### src/rtl/demux_1x4_tdm.sv
// demux_1x4_tdm: locks to a 4-slot serial TDM stream with a frame-sync marker,
// deserializes each slot MSB first and publishes all four channels in parallel
// once per complete frame. Framing violations pulse sync_err.
module demux_1x4_tdm #(
    parameter int unsigned SLOT_BITS = 1
) (
    input  logic                   clk,
    input  logic                   reset,
    input  logic                   din,
    input  logic                   din_valid,
    input  logic                   frame_sync,
    output logic [4*SLOT_BITS-1:0] y,
    output logic [1:0]             select,
    output logic                   locked,
    output logic                   frame_done,
    output logic                   sync_err
);

    localparam int unsigned CW = (SLOT_BITS > 1) ? $clog2(SLOT_BITS) : 1;

    typedef enum logic {
        HUNT = 1'b0,
        RECV = 1'b1
    } state_t;

    state_t                 state_q, state_d;
    logic [1:0]             sel_q, sel_d;
    logic [CW-1:0]          bcnt_q, bcnt_d;
    logic [SLOT_BITS-1:0]   sh_q [4];
    logic [SLOT_BITS-1:0]   sh_d [4];
    logic [4*SLOT_BITS-1:0] y_q, y_d;
    logic                   fd_q, fd_d;
    logic                   se_q, se_d;

    logic                   boundary;
    logic                   take;
    logic [1:0]             cur_sel;
    logic [CW-1:0]          cur_cnt;

    // State, slot/bit position, shadows and registered outputs.
    always_ff @(posedge clk or posedge reset) begin
        if (reset) begin
            state_q <= HUNT;
            sel_q   <= '0;
            bcnt_q  <= '0;
            y_q     <= '0;
            fd_q    <= 1'b0;
            se_q    <= 1'b0;
            for (int unsigned i = 0; i < 4; i++) begin
                sh_q[i] <= '0;
            end
        end else begin
            state_q <= state_d;
            sel_q   <= sel_d;
            bcnt_q  <= bcnt_d;
            y_q     <= y_d;
            fd_q    <= fd_d;
            se_q    <= se_d;
            for (int unsigned i = 0; i < 4; i++) begin
                sh_q[i] <= sh_d[i];
            end
        end
    end

    // Framing decisions and deserialization for one beat.
    // A frame_sync beat is always taken as position (slot 0, bit 0), so the
    // HUNT lock, a normal frame start and a mid-frame restart share one path.
    always_comb begin
        state_d  = state_q;
        sel_d    = sel_q;
        bcnt_d   = bcnt_q;
        sh_d     = sh_q;
        y_d      = y_q;
        fd_d     = 1'b0;
        se_d     = 1'b0;
        boundary = (sel_q == 2'd0) && (bcnt_q == '0);
        take     = 1'b0;
        cur_sel  = sel_q;
        cur_cnt  = bcnt_q;

        if (din_valid) begin
            if (frame_sync) begin
                if ((state_q == RECV) && !boundary) begin
                    se_d = 1'b1;
                end
                state_d = RECV;
                take    = 1'b1;
                cur_sel = 2'd0;
                cur_cnt = '0;
            end else if (state_q == RECV) begin
                if (boundary) begin
                    // Position is already slot 0 / bit 0, nothing else to clear.
                    se_d    = 1'b1;
                    state_d = HUNT;
                end else begin
                    take = 1'b1;
                end
            end
        end

        if (take) begin
            sh_d[cur_sel] = SLOT_BITS'({sh_q[cur_sel], din});
            if (cur_cnt == CW'(SLOT_BITS - 1)) begin
                bcnt_d = '0;
                sel_d  = cur_sel + 2'd1;
                if (cur_sel == 2'd3) begin
                    y_d  = {sh_d[3], sh_d[2], sh_d[1], sh_d[0]};
                    fd_d = 1'b1;
                end
            end else begin
                bcnt_d = cur_cnt + CW'(1);
                sel_d  = cur_sel;
            end
        end
    end

    assign y          = y_q;
    assign select     = sel_q;
    assign locked     = (state_q == RECV);
    assign frame_done = fd_q;
    assign sync_err   = se_q;

endmodule

### config.mk
export PLATFORM = sky130hd
export DESIGN_NAME = demux_1x4_tdm
export DESIGN_NICKNAME = d
export VERILOG_FILES = /design/src/rtl/demux_1x4_tdm.sv
export SDC_FILE = /design/constraint.sdc
export NUM_CORES = 1
export LEC_CHECK = 0
export ABC_AREA = 1
export ABC_CLOCK_PERIOD_IN_PS = 1600
export CAP_MARGIN = 25
export CELL_PAD_IN_SITES_DETAIL_PLACEMENT = 1
export CELL_PAD_IN_SITES_GLOBAL_PLACEMENT = 1
export CORE_MARGIN = 2
export CORE_UTILIZATION = 37
export CTS_BUF_LIST = sky130_fd_sc_hd__clkbuf_4
export DETAILED_ROUTE_END_ITERATION = 16
export GPL_TIMING_DRIVEN = 0
export PLACE_DENSITY = 0.77
export SYNTH_ARGS = -nofsm -noshare
export SYNTH_HDL_FRONTEND = slang
export SYNTH_SLANG_ARGS = --single-unit
export TNS_END_PERCENT = 50
### constraint.sdc
create_clock -name clk -period 1.6 [get_ports clk]
set_input_delay 0.32 -clock clk [delete_from_list [all_inputs] [get_ports clk]]
set_output_delay 0.32 -clock clk [all_outputs]
set_load 0.05 [all_outputs]
==> results of run 1 <==
[sequential cells by signal, summed over array words and instances (netlist names)]
name        count
select          2
sh_q            3
frame_done      1
sync_err        1
locked          1
y               4
[layer usage]
metal	up-vias	wire length, µm	global-route usage
li1	247	-	-
met1	237	571	0.1751
met2	9	602	0.2441
met3	4	40	0.04898
met4	0	17	0.07273
met5	-	0	0
[synthesized netlist by cell type]
library cell | count | area, µm²
buf_12 | 1 | 20.02
nand2_4 | 1 | 11.26
o211ai_1 | 1 | 7.510
ha_1 | 4 | 50.05
dfrtp_1 | 12 | 300.3
nor2_1 | 2 | 7.510
inv_1 | 12 | 45.04
o21ai_0 | 3 | 15.01
o21ai_2 | 2 | 17.52
nand2_1 | 20 | 75.07
xor2_1 | 1 | 8.760
nand2_2 | 2 | 12.51
o21ai_1 | 3 | 15.01
nand3_1 | 4 | 20.02
[kinds of logic (layout without fill, tap and decap cells)]
kind of cell               after synthesis  in the layout
buffers and inverters                   13             33
xor gates and xnor gates                 1              1
and+or+nand+nor                         29             29
adders and majority gates                4              4
AOI/OAI and AO/OA                        9              9
DFF                                     12             12
[how the worst min path moves through the flow]
stage | start | end | cells past startpoint | slack [ps]
6_report | reset | frame_done | 2 | 350
5_1_grt | din_valid | locked | 2 | 390
4_1_cts | reset | frame_done | 2 | 370
3_5_place_dp | y[0] | y[0] | 2 | 460
3_3_place_gp | y[1] | y[1] | 2 | 460
2_1_floorplan | reset | frame_done | 1 | 180
[per-stage QoR]
| stage | cell area, µm² | hold slack (ps) | worst slack (ps) |
|---|---|---|---|
| 4_1_cts | 778.2 | 369.3 | 0.03964 |
| 3_3_place_gp | 757.0 | 455.7 | -374.3 |
| 2_1_floorplan | 606.8 | 184.6 | 110.5 |
| 6_report | 814.5 | 354.0 | 93.13 |
| 3_5_place_dp | 757.0 | 461.7 | -416.4 |
| 5_1_grt | 814.5 | 389.7 | 50.55 |
[power breakdown]
part           switching, mW  internal, mW  total (mW)  leakage [nW]
Sequential            0.0513         0.424       0.476         0.152
Combinational          0.617         0.260       0.877         0.299
Clock                 0.0980         0.113       0.211        0.0184
Total                  0.766         0.798        1.56         0.469
[cell type report]
cell class | instances | area [µm²] | area share
repair buffers | 16 | 146.4 | 0.1797
multi-input cells | 43 | 251.5 | 0.3088
inverters | 12 | 45.04 | 0.05530
plain buffers | 1 | 20.02 | 0.02458
clock buffers | 4 | 30.03 | 0.03687
well taps | 16 | 20.02 | 0.02458
flip-flops and latches | 12 | 301.5 | 0.3702
[timing repair]
item | CTS | global route
endpoints found under the setup margin | 15 | 7
resized for setup | 12 | 5
pin swaps | 0 | 1
hold buffers | 0 | 0
buffers inserted | 0 | 3
==> metrics.md, run 1 <==
| Metric | Value |
|---|---|
| Worst Tran Pin Value | 492.8 ps |
| Hold WC Path Type | input pin to async pin |
| CP Data Required Time | 1280 ps |
| Row cnt | 14 |
| Final non-filler cell total | 104 |
| Avg WL per Cell | 11.84 µm |
| Layout net count | 98 |
| Die Wd | 44.46 µm |
| Clk_lat worst skew | 270 ps |
| Synth Cell Area | 605.6 µm² |
| Crit path DAT | 1190 ps |
| # port buffers | 13 |
| Post-route core utilization | 0.5345 |
| IO Pins | 14 |
| Layout cells sized above 1 | 0.2045 |
| Initial antenna violation count | 0 |
| Pin count of the biggest net entering global routing | 13 |
| Mapped Cells | 68 |
| Worst path bufs/invs | 1 |
| CTS sink cnt | 12 |
| Commonest non-fill, non-tap cell in the layout | nand2_1 |
| Post-Route WL | 1.231 mm |
| CP peak stage delay | 540 ps |
| Cell breakdown of the critical path | dlygate4sd2_1 |
| Compound-gate portion of the synthesized area | 0.09091 |
| LEAKAGE | 0.4693 nW |
| Clock Pin Slew Worst Setup and Hold Paths | 70 ps |
| Maxcap violations | 0 |
| Final period util | 0.9418 |
| FMAX | 0.6636 GHz |
| Via density | 4.779 |
| Most frequent cells in the layout | nand2_1 (19), inv_1 (12), dfrtp_1 (11) |
| Antenna cells | 0 |
| Fin Clk Skew | 1.944 ps |
| Slowest cell on the critical path | dlygate4sd2_1 |
| Syn nets | 77 |
| GP Congestion | 0.7188 |
| Yosys reg bits | 12 |
| CTS Buf Count | 3 |
| Pwr dens | 1920 mW/mm² |
| Synth-to-Final Area Change | 34.50% |
| Worst VDD drop | 0.0009145 V |
| Max-slew violation count | 0 |
| Worst reg-to-reg setup slack | 290 ps |
| Kind of critical path | flip-flop to output pin |
| Vias post-DR | 497 |
| Status | finished clean |
| DRC | 0 |
| Mux cell area share after synthesis | 0 |
| Critical path peak fanout | 3 |
| RSZ-0062 raised after global routing | false |
| Final Setup Violations | 0 |
| Final Hold Vio Count | 0 |
| Slew HR | 0.6728 |
| GRT overflow | 0 |
| Die H | 44.46 µm |
| Reg-to-Reg Start | select[1] |
| Effective utilization at floorplan | 0.3974 |
| Filler cells | 183 |
| Post-Synth Simple-Gate Area | 0.2087 |
| Post-DP HPWL | 925.5 µm |
| Largest family of logic cells by synthesized area | simple AND/OR/NAND/NOR gates |
| Fin Setup TNS | 0 ps |
| Vias in the first global route | 482 |
| Top delay family on crit path | buffers and inverters |
| CP startpoint kind | flip-flop |
| Pre-antenna DRT Iters | 4 |
| Crit path capture | locked |
| WP depth | 1 |
| Remaining antenna violation count | 0 |
| Average cell area after synthesis | 8.906 µm² |
| Yosys warns | 0 |
| Core ar. | 0.001524 mm² |
| Adder-cell area share of the yosys netlist | 0.08264 |
| Worst setup EP type | output pin |
| Die ar. | 0.001976 mm² |
| Post-synthesis sequential area ratio | 0.4959 |
| Gr usage total | 0.1493 |
| Post-synth cell types | 14 |
| Iteration-0 DRC Markers | 3 |
| First-pass GRT wire length | 2.063 mm |
| Dpl cells | 97 |
| Setup crit start | locked |
| Total power | 1.564 mW |
| Max clock buf depth | 2 |
| Root Driver | clkbuf_4 |
| Synth Area in XOR/XNOR | 0.01446 |
| TritonCTS clock tree | yes |
| H-tree depth | 1 |
| R2r worst-path depth | 8 |
| Post-layout min period | 1507 ps |
| R2R Path End | y[0] |
(Power assumes the default switching activity.)
==> run 2: changes to the inputs <==
- HOLD_SLACK_MARGIN: unset -> 0.05
==> results of run 2 <==
Final layout, timing and power as in run 1 (identical DEF).
